`config.mk`:
```
export PLATFORM = sky130hd
export DESIGN_NAME = stopwatch_ctrl_flat
export DESIGN_NICKNAME = d
export VERILOG_FILES = /design/src/rtl/stopwatch_ctrl_if.sv /design/src/rtl/stopwatch_ctrl.sv /design/src/flat_wrapper.sv
export SDC_FILE = /design/constraint.sdc
export NUM_CORES = 1
export LEC_CHECK = 0
export ABC_AREA = 1
export CAP_MARGIN = 20
export CORE_MARGIN = 2
export CORE_UTILIZATION = 36
export DETAILED_ROUTE_END_ITERATION = 7
export GPL_TIMING_DRIVEN = 0
export SETUP_SLACK_MARGIN = 0.5
export SYNTH_ARGS = -nofsm -noshare
export SYNTH_HDL_FRONTEND = slang
export SYNTH_SLANG_ARGS = --single-unit
```
`constraint.sdc`:
```
create_clock -name clk -period 1.1 [get_ports clk]
set_input_delay 0.11 -clock clk [delete_from_list [all_inputs] [get_ports clk]]
set_output_delay 0.11 -clock clk [all_outputs]
set_load 0.01 [all_outputs]
```
`src/rtl/stopwatch_ctrl_if.sv`:
```
// rtl/stopwatch_ctrl_if.sv - button/tick inputs, timer control and display outputs of stopwatch_ctrl.
interface stopwatch_ctrl_if;
  logic       btn_start_stop;
  logic       btn_lap;
  logic       btn_clear;
  logic       second_tick;
  logic       timer_en;
  logic       timer_clr;
  logic [3:0] disp_min_tens;
  logic [3:0] disp_min_ones;
  logic [3:0] disp_sec_tens;
  logic [3:0] disp_sec_ones;
  logic       running;
  logic       lap_active;
  logic       overflow;

  modport master (
    output btn_start_stop, btn_lap, btn_clear, second_tick,
    input  timer_en, timer_clr, disp_min_tens, disp_min_ones, disp_sec_tens, disp_sec_ones,
    input  running, lap_active, overflow
  );

  modport slave (
    input  btn_start_stop, btn_lap, btn_clear, second_tick,
    output timer_en, timer_clr, disp_min_tens, disp_min_ones, disp_sec_tens, disp_sec_ones,
    output running, lap_active, overflow
  );
endinterface

```
`src/rtl/stopwatch_ctrl.sv`:
```
// rtl/stopwatch_ctrl.sv - mm:ss BCD stopwatch control FSM sequencing the one-second timer.
// Lap capture and LAP_HOLD are built only when STOPWATCH_LAP_EN is defined.
module stopwatch_ctrl #(
  parameter int MAX_MIN_TENS = 9
) (
  input logic             clk,
  input logic             n_rst,
  stopwatch_ctrl_if.slave sw
);

  typedef enum logic [1:0] {
    IDLE     = 2'd0,
    RUN      = 2'd1,
    PAUSE    = 2'd2
`ifdef STOPWATCH_LAP_EN
    ,LAP_HOLD = 2'd3
`endif
  } state_t;

  localparam logic [3:0] MT_MAX = 4'(MAX_MIN_TENS);

  state_t      state;
  logic        prev_ss;
  logic        prev_clr;
  logic        ss_press;
  logic        clr_press;
  logic        counting;
  logic        clr_pulse;
  logic        ovf;
  logic [3:0]  sec_ones, sec_tens, min_ones, min_tens;
  logic [3:0]  nxt_sec_ones, nxt_sec_tens, nxt_min_ones, nxt_min_tens;
  logic        wrap;
  logic [15:0] live_count;
  logic [15:0] disp;

  assign ss_press   = sw.btn_start_stop & ~prev_ss;
  assign clr_press  = sw.btn_clear & ~prev_clr;
  assign live_count = {min_tens, min_ones, sec_tens, sec_ones};

`ifdef STOPWATCH_LAP_EN
  logic        prev_lap;
  logic        lap_press;
  logic [15:0] lap_count;

  assign lap_press     = sw.btn_lap & ~prev_lap;
  assign counting      = (state == RUN) || (state == LAP_HOLD);
  assign sw.lap_active = (state == LAP_HOLD);
  assign disp          = (state == LAP_HOLD) ? lap_count : live_count;
`else
  logic unused_lap;

  assign unused_lap    = sw.btn_lap;
  assign counting      = (state == RUN);
  assign sw.lap_active = 1'b0;
  assign disp          = live_count;
`endif

  assign sw.running       = counting;
  assign sw.timer_en      = counting;
  assign sw.timer_clr     = clr_pulse;
  assign sw.overflow      = ovf;
  assign sw.disp_min_tens = disp[15:12];
  assign sw.disp_min_ones = disp[11:8];
  assign sw.disp_sec_tens = disp[7:4];
  assign sw.disp_sec_ones = disp[3:0];

  // Ripple-carry BCD increment; wrap only when every digit is at its ceiling.
  always_comb begin
    nxt_sec_ones = sec_ones + 4'd1;
    nxt_sec_tens = sec_tens;
    nxt_min_ones = min_ones;
    nxt_min_tens = min_tens;
    wrap         = 1'b0;
    if (sec_ones == 4'd9) begin
      nxt_sec_ones = 4'd0;
      nxt_sec_tens = sec_tens + 4'd1;
      if (sec_tens == 4'd5) begin
        nxt_sec_tens = 4'd0;
        nxt_min_ones = min_ones + 4'd1;
        if (min_ones == 4'd9) begin
          nxt_min_ones = 4'd0;
          nxt_min_tens = min_tens + 4'd1;
          if (min_tens == MT_MAX) begin
            nxt_min_tens = 4'd0;
            wrap         = 1'b1;
          end
        end
      end
    end
  end

  // Prev-registers reset high so a button held through reset is not a press.
  always_ff @(posedge clk or posedge n_rst) begin
    if (n_rst) begin
      state     <= IDLE;
      prev_ss   <= 1'b1;
      prev_clr  <= 1'b1;
      sec_ones  <= 4'd0;
      sec_tens  <= 4'd0;
      min_ones  <= 4'd0;
      min_tens  <= 4'd0;
      ovf       <= 1'b0;
      clr_pulse <= 1'b0;
`ifdef STOPWATCH_LAP_EN
      prev_lap  <= 1'b1;
      lap_count <= 16'd0;
`endif
    end else begin
      prev_ss   <= sw.btn_start_stop;
      prev_clr  <= sw.btn_clear;
      clr_pulse <= 1'b0;
`ifdef STOPWATCH_LAP_EN
      prev_lap  <= sw.btn_lap;
`endif
      if (counting && sw.second_tick) begin
        sec_ones <= nxt_sec_ones;
        sec_tens <= nxt_sec_tens;
        min_ones <= nxt_min_ones;
        min_tens <= nxt_min_tens;
        if (wrap) ovf <= 1'b1;
      end

      case (state)
        IDLE: begin
          if (ss_press) state <= RUN;
        end
        RUN: begin
          if (ss_press) state <= PAUSE;
`ifdef STOPWATCH_LAP_EN
          else if (lap_press) begin
            state     <= LAP_HOLD;
            lap_count <= live_count;
          end
`endif
        end
`ifdef STOPWATCH_LAP_EN
        LAP_HOLD: begin
          if (ss_press) state <= PAUSE;
          else if (lap_press) state <= RUN;
        end
`endif
        PAUSE: begin
          if (clr_press) begin
            state     <= IDLE;
            sec_ones  <= 4'd0;
            sec_tens  <= 4'd0;
            min_ones  <= 4'd0;
            min_tens  <= 4'd0;
            ovf       <= 1'b0;
            clr_pulse <= 1'b1;
          end else if (ss_press) begin
            state <= RUN;
          end
        end
        default: state <= IDLE;
      endcase
    end
  end

endmodule

```
`src/flat_wrapper.sv`:
```
// flat-port wrapper written by rule: the top's interface ports become plain ports
module stopwatch_ctrl_flat 
#(
  parameter int MAX_MIN_TENS = 9
)
  (clk, n_rst, sw_btn_start_stop, sw_btn_lap, sw_btn_clear, sw_second_tick, sw_timer_en, sw_timer_clr, sw_disp_min_tens, sw_disp_min_ones, sw_disp_sec_tens, sw_disp_sec_ones, sw_running, sw_lap_active, sw_overflow);
  stopwatch_ctrl_if sw_i ();
  input logic clk;
  input logic n_rst;
  input wire logic [$bits(sw_i.btn_start_stop)-1:0] sw_btn_start_stop;
  input wire logic [$bits(sw_i.btn_lap)-1:0] sw_btn_lap;
  input wire logic [$bits(sw_i.btn_clear)-1:0] sw_btn_clear;
  input wire logic [$bits(sw_i.second_tick)-1:0] sw_second_tick;
  output wire logic [$bits(sw_i.timer_en)-1:0] sw_timer_en;
  output wire logic [$bits(sw_i.timer_clr)-1:0] sw_timer_clr;
  output wire logic [$bits(sw_i.disp_min_tens)-1:0] sw_disp_min_tens;
  output wire logic [$bits(sw_i.disp_min_ones)-1:0] sw_disp_min_ones;
  output wire logic [$bits(sw_i.disp_sec_tens)-1:0] sw_disp_sec_tens;
  output wire logic [$bits(sw_i.disp_sec_ones)-1:0] sw_disp_sec_ones;
  output wire logic [$bits(sw_i.running)-1:0] sw_running;
  output wire logic [$bits(sw_i.lap_active)-1:0] sw_lap_active;
  output wire logic [$bits(sw_i.overflow)-1:0] sw_overflow;
  assign sw_i.btn_start_stop = sw_btn_start_stop;
  assign sw_i.btn_lap = sw_btn_lap;
  assign sw_i.btn_clear = sw_btn_clear;
  assign sw_i.second_tick = sw_second_tick;
  assign sw_timer_en = sw_i.timer_en;
  assign sw_timer_clr = sw_i.timer_clr;
  assign sw_disp_min_tens = sw_i.disp_min_tens;
  assign sw_disp_min_ones = sw_i.disp_min_ones;
  assign sw_disp_sec_tens = sw_i.disp_sec_tens;
  assign sw_disp_sec_ones = sw_i.disp_sec_ones;
  assign sw_running = sw_i.running;
  assign sw_lap_active = sw_i.lap_active;
  assign sw_overflow = sw_i.overflow;
  stopwatch_ctrl #(.MAX_MIN_TENS(MAX_MIN_TENS)) u_core (.clk(clk), .n_rst(n_rst), .sw(sw_i));
endmodule
```
==> results of run 1 <==
==> kinds of logic (layout without fill, tap and decap cells) <==
family | count (synthesis) | after routing | share of synthesized area (%)
XOR/XNOR | 1 | 1 | 0.728
flip-flops | 22 | 22 | 45.9
buffers and inverters | 28 | 94 | 9.46
AO/OA/AOI/OAI | 20 | 20 | 9.98
other | 1 | 1 | 0.312
AND/OR/NAND/NOR | 81 | 82 | 33.6
==> repair_timing <==
action	in CTS	in global routing
resized for setup	118	32
gates cloned	1	0
hold endpoints to repair	0	0
endpoints found under the setup margin	62	40
pin swaps	16	21
buffers inserted	28	10
==> sequential cells by signal (all words and copies together), names as in the netlist <==
register and cells:
u_core.prev_clr 1, u_core.prev_ss 1, u_core.state 2, u_core.sw.disp_min_ones 4
u_core.sw.disp_min_tens 4, u_core.sw.disp_sec_ones 4, u_core.sw.disp_sec_tens 4, u_core.sw.overflow 1
u_core.sw.timer_clr 1
==> layer usage <==
| metal | vias up | share of wire (%) |
|---|---|---|
| li1 | 618 | - |
| met1 | 588 | 43 |
| met2 | 26 | 52 |
| met3 | 8 | 3.1 |
| met4 | 0 | 1.8 |
| met5 | - | 0 |
==> metrics by stage <==
step                hold WS, ns  util [%]  worst slack (ns)
floorplan                0.0975         -           -0.0755
global placement          0.525      49.2            -0.331
detailed placement        0.522      49.2            -0.336
CTS                       0.152      59.5            -0.238
global route              0.184      65.2            -0.330
finish                    0.136      65.2            -0.240
==> power breakdown <==
part / switching (mW) / total, mW / internal [mW]
logic: 1.13 / 2.29 / 1.16
clock network: 0.276 / 0.644 / 0.369
registers: 0.140 / 1.17 / 1.03
total: 1.54 / 4.11 / 2.57
==> synthesized netlist by cell type, drive strengths merged (2+ instances only) <==
cell type	n
nand2	37
nor2	29
inv	25
dfrtp	20
a21oi	10
nand3	9
o21ai	6
nor3	4
buf	3
dfstp	2
nand4	2
==> final timing paths <==
path,endpoint,slack [ns]
max,u_core.sw.disp_sec_tens[2],-0.24
min,u_core.sw.disp_sec_ones[0],0.14
max reg2reg,u_core.sw.disp_sec_tens[2],-0.24
min reg2reg,u_core.sw.overflow,0.54
max in group asynchronous,u_core.prev_ss,0.62
min in group clk,u_core.prev_clr,0.23
==> cell type report <==
class | count | area, µm² | area share (%)
Buffer | 3 | 33.8 | 1.66
Inverter | 25 | 105 | 5.15
Timing Repair Buffer | 62 | 546 | 26.7
Tap cell | 44 | 55.1 | 2.70
Clock buffer | 3 | 22.5 | 1.10
Sequential cell | 22 | 561 | 27.5
Multi-Input combinational cell | 104 | 687 | 33.7
Clock inverter | 1 | 30.0 | 1.47
==> impl_metrics.yaml, run 1 <==
status:
  status: "finished, violations left"
  violations: "setup timing"
worst_setup_path:
  r2r_cells: 9
  slowest_stage: "dfrtp_1"
  path_buf_inv: 3
  worst-path-stages: 9
  path_class: "register to register"
  crit_arrival_ns: 1.58
  cpMostUsedCell: "inv_2"
  crit_required_ns: 1.34
  start_kind: "register"
  crit_chain: "inv_2, buf_6, nand3_4, inv_2, nand2_4, nor2_4, nand2_1, nand3_1, nor2_1"
  r2r-start: "u_core.state[1]"
  critPathMaxStageDelay_ns: 0.41
  end_kind: "register"
  critPathMaxFanout: 7
  crit_family: "simple AND/OR/NAND/NOR gates"
  critPathLaunch: "u_core.state[1]"
floorplan:
  coreArea_mm2: 0.00313
  io_pins: 27
  dieArea_mm2: 0.00382
  die_w_um: 61.8
  start_util_pct: 38.5
  rows: 20
  die_y_um: 61.8
global_routing:
  grt_util_all_layers_pct: 17.5
  grt_busiest_layer: "met2"
  grt_use_met3_pct: 3.93
  met1_usage_pct: 20.2
  gr-usage-met2_pct: 32.8
  grt_pass1_wl_um: 4980
  grt_antenna_before_repair: 0
  globalRoute.totalOverflow: 0
  grt_max_degree: 23
  grt_pass1_vias: 1162
cts:
  cts_hold_buf: 0
  htreeDepth: 1
  cts_root_buf: "clkbuf_4"
  clkLatencyLatePin_ns: 0.32
  cts_tree: "done"
  numClockSinks: 22
  path_clk_slew_ns: 0.14
  clockBufferDepth: 2
  numCtsBuffers: 3
yosys:
  synth-edff-count: 0
  synthFlopType: "dfrtp_1"
  syn_avg_cell_area_um2: 7.87
  yosysSeqAreaShare_pct: 45.9
  synthCells: 153
  synth_area_leaders: "dfrtp_1 (42%), nand2_1 (10%), inv_1 (6.2%)"
  synth.distinct_cells: 28
  ys_ff_latch: 22
  async_flop_share_pct: 100
  yosysTopAreaCell: "dfrtp_1"
  synth_nets: 159
  yosys_warnings: 0
  synth_area_mm2: 0.00120
  synth_top_area_share_pct: 41.6
placement:
  place_area_mm2: 0.00154
  port_buffers: 24
  dp_hpwl_um: 1810
  dp_cells: 221
  place_congestion: 0.776
sta:
  tns_ns: -3.44
  rsz0062_at_grt: "true"
  hold_viol: 0
  min_period_ns: 1.34
  finalSetupViolCount: 23
  period_share_pct: 122
  maxSlewViolCount: 0
  fmax_mhz: 746
  fin_skew_ns: 0.0161
  fin_ws_ns: -0.240
layout:
  layout_commonest_cell: "buf_6"
  fin_cells: 264
  layout_common_cells: "buf_6 (27), nand2_1 (24), buf_4 (22)"
  final_nets: 227
  fin_area_mm2: 0.00204
  antenna_cells: 0
  layout-drive-gt1-share_pct: 57.7
  fill_cells: 266
  area_growth_pct: 69.4
power_and_ir_drop:
  leakage_nw: 1.04
  irDropWorstVdd_uv: 1380
  p_per_area_mw_per_mm2: 2020
  totalPowerFinal_mw: 4.11
detailed_routing:
  ant_nets: 0
  drc: 0
  vias_per_cell: 4.70
  postRouteWirelength_um: 3240
  drtIter0Drc: 54
  drt-pass1-iter-count: 5
  num_vias: 1240
  wl_per_cell_um: 12.3
hold_path:
  worst_hold_path_type: "input port to asynchronous set/reset pin"
flow_run:
  cap_violations: 0
Note: power is estimated with default switching activity, not from simulation.
==> run 2: changes to the inputs <==
--- a/config.mk
+++ b/config.mk
@@ -10,7 +10,6 @@
 export CORE_MARGIN = 2
 export CORE_UTILIZATION = 36
 export DETAILED_ROUTE_END_ITERATION = 7
-export GPL_TIMING_DRIVEN = 0
 export SETUP_SLACK_MARGIN = 0.5
 export SYNTH_ARGS = -nofsm -noshare
 export SYNTH_HDL_FRONTEND = slang
==> impl_metrics.yaml, run 2 (synthesis results as in run 1) <==
status:
  status: "finished, violations left"
  violations: "setup timing"
cts:
  clockBufferDepth: 2
  numClockSinks: 22
  path_clk_slew_ns: 0.13
  cts_root_buf: "clkbuf_4"
  htreeDepth: 1
  clkLatencyLatePin_ns: 0.31
  numCtsBuffers: 3
  cts_hold_buf: 0
  cts_tree: "done"
floorplan:
  io_pins: 27
  rows: 20
  coreArea_mm2: 0.00313
  dieArea_mm2: 0.00382
  die_w_um: 61.8
  die_y_um: 61.8
  start_util_pct: 38.5
detailed_routing:
  drtIter0Drc: 49
  drc: 0
  num_vias: 1316
  ant_nets: 0
  postRouteWirelength_um: 3640
  drt-pass1-iter-count: 4
  vias_per_cell: 4.70
  wl_per_cell_um: 13.0
global_routing:
  grt_pass1_wl_um: 5470
  grt_pass1_vias: 1234
  grt_busiest_layer: "met2"
  grt_antenna_before_repair: 0
  grt_util_all_layers_pct: 19.5
  gr-usage-met2_pct: 33.4
  grt_use_met3_pct: 2.69
  met1_usage_pct: 25.5
  grt_max_degree: 23
  globalRoute.totalOverflow: 0
worst_setup_path:
  crit_required_ns: 1.31
  start_kind: "register"
  path_class: "register to register"
  r2r_cells: 7
  end_kind: "register"
  crit_arrival_ns: 1.55
  critPathMaxFanout: 5
layout:
  fill_cells: 238
  area_growth_pct: 83.3
  antenna_cells: 0
  final_nets: 243
  layout-drive-gt1-share_pct: 61.0
  layout_common_cells: "buf_4 (35), buf_6 (31), nand2_1 (23)"
  layout_commonest_cell: "buf_4"
  fin_area_mm2: 0.00221
  utilization_pct: 70.5
sta:
  maxSlewViolCount: 0
  fmax_mhz: 749
  hold_viol: 0
  period_share_pct: 121
  min_period_ns: 1.34
  fin_ws_ns: -0.236
  fin_skew_ns: 0.00499
  finalSetupViolCount: 22
  rsz0062_at_grt: "true"
placement:
  place_area_mm2: 0.00169
  place_congestion: 0.850
  dp_hpwl_um: 2100
  port_buffers: 24
power_and_ir_drop:
  p_seq_share_pct: 29.0
  p_int_mw: 2.57
  irDropWorstVdd_uv: 1080
  power.switching_mw: 1.61
  leakage_nw: 1.15
  p_clk_share_pct: 11.2
  power_frac_comb_pct: 59.9
  p_per_area_mw_per_mm2: 1890
  switching_share_pct: 38.5
flow_run:
  cap_violations: 0
hold_path:
  worst_hold_path_type: "input port to asynchronous set/reset pin"
-- run 2: cell types whose count changed in the layout (fill, tap and decap cells not counted), sizes merged --
| cell | before | now |
|---|---|---|
| buf | 61 | 77 |
| clkinvlp | 1 | 0 |
| clkbuf | 3 | 4 |
| bufinv | 1 | 0 |
| inv | 24 | 25 |
-- run 2: worst max-delay path, stage by stage, from the launching register on --
cell and delay [ns]:
dfrtp_1 0.41, inv_2 0.13, nand3_4 0.14, buf_6 0.15, nor2_4 0.13, nand2_2 0.08, o21ai_2 0.15, nor3_2 0.05
-- run 2: stage by stage --
| stage | instances | TNS (ns) | hold WS [ns] | power [mW] | setup WS (ns) |
|---|---|---|---|---|---|
| 2_1_floorplan | 153 | -0.503 | 0.0975 | 1.98 | -0.0755 |
| 3_3_place_gp | 240 | -4.17 | 0.447 | 2.82 | -0.293 |
| 3_5_place_dp | 240 | -4.86 | 0.448 | 2.84 | -0.333 |
| 4_1_cts | 268 | -2.57 | 0.0963 | 3.86 | -0.208 |
| 5_1_grt | 280 | -4.99 | 0.110 | 4.44 | -0.315 |
| 6_report | 280 | -3.53 | 0.0911 | 4.17 | -0.236 |
-- run 2: metal layers --
layer | routed length, µm | vias to the layer above | part of all wire, %
li1 | - | 648 | -
met1 | 1530 | 629 | 42
met2 | 1960 | 35 | 54
met3 | 118 | 4 | 3.2
met4 | 31 | 0 | 0.85
met5 | 0 | - | 0
-- run 2: path summary, 6_finish.rpt --
check	from	slack, ns	endpoint
max in group asynchronous	n_rst	0.79	u_core.prev_ss
setup / recovery	u_core.state[1]	-0.24	u_core.sw.disp_sec_ones[3]
setup reg to reg	u_core.state[1]	-0.24	u_core.sw.disp_sec_ones[3]
hold reg to reg	u_core.sw.overflow	0.55	u_core.sw.overflow
hold / removal	n_rst	0.09	u_core.sw.disp_sec_ones[2]
min in group clk	sw_btn_clear	0.23	u_core.prev_clr
-- run 2: cell type report --
class                      instances  area (µm²)  area share [%]
inverter                          25        98.8            4.48
multi-input combinational        104         719            32.6
tap                               44        55.1            2.50
clock buffer                       4        36.3            1.64
sequential                        22         559            25.4
timing repair buffer              81         737            33.4
-- run 2: power groups by stage --
stage / registers (mW) / clock network [mW] / logic, mW
6_report: 1.21 / 0.466 / 2.50
3_3_place_gp: 1.24 / 0 / 1.57
5_1_grt: 1.24 / 0.505 / 2.69
2_1_floorplan: 1.34 / 0 / 0.637
4_1_cts: 1.19 / 0.469 / 2.20
3_5_place_dp: 1.26 / 0 / 1.59
-- run 2: what timing repair did --
action | CTS | global route
gates resized for setup | 125 | 30
setup endpoints to repair | 40 | 40
endpoints found under the hold margin | 0 | 0
buffers inserted | 23 | 12
pin swaps | 22 | 15
cloned | 1 | 0
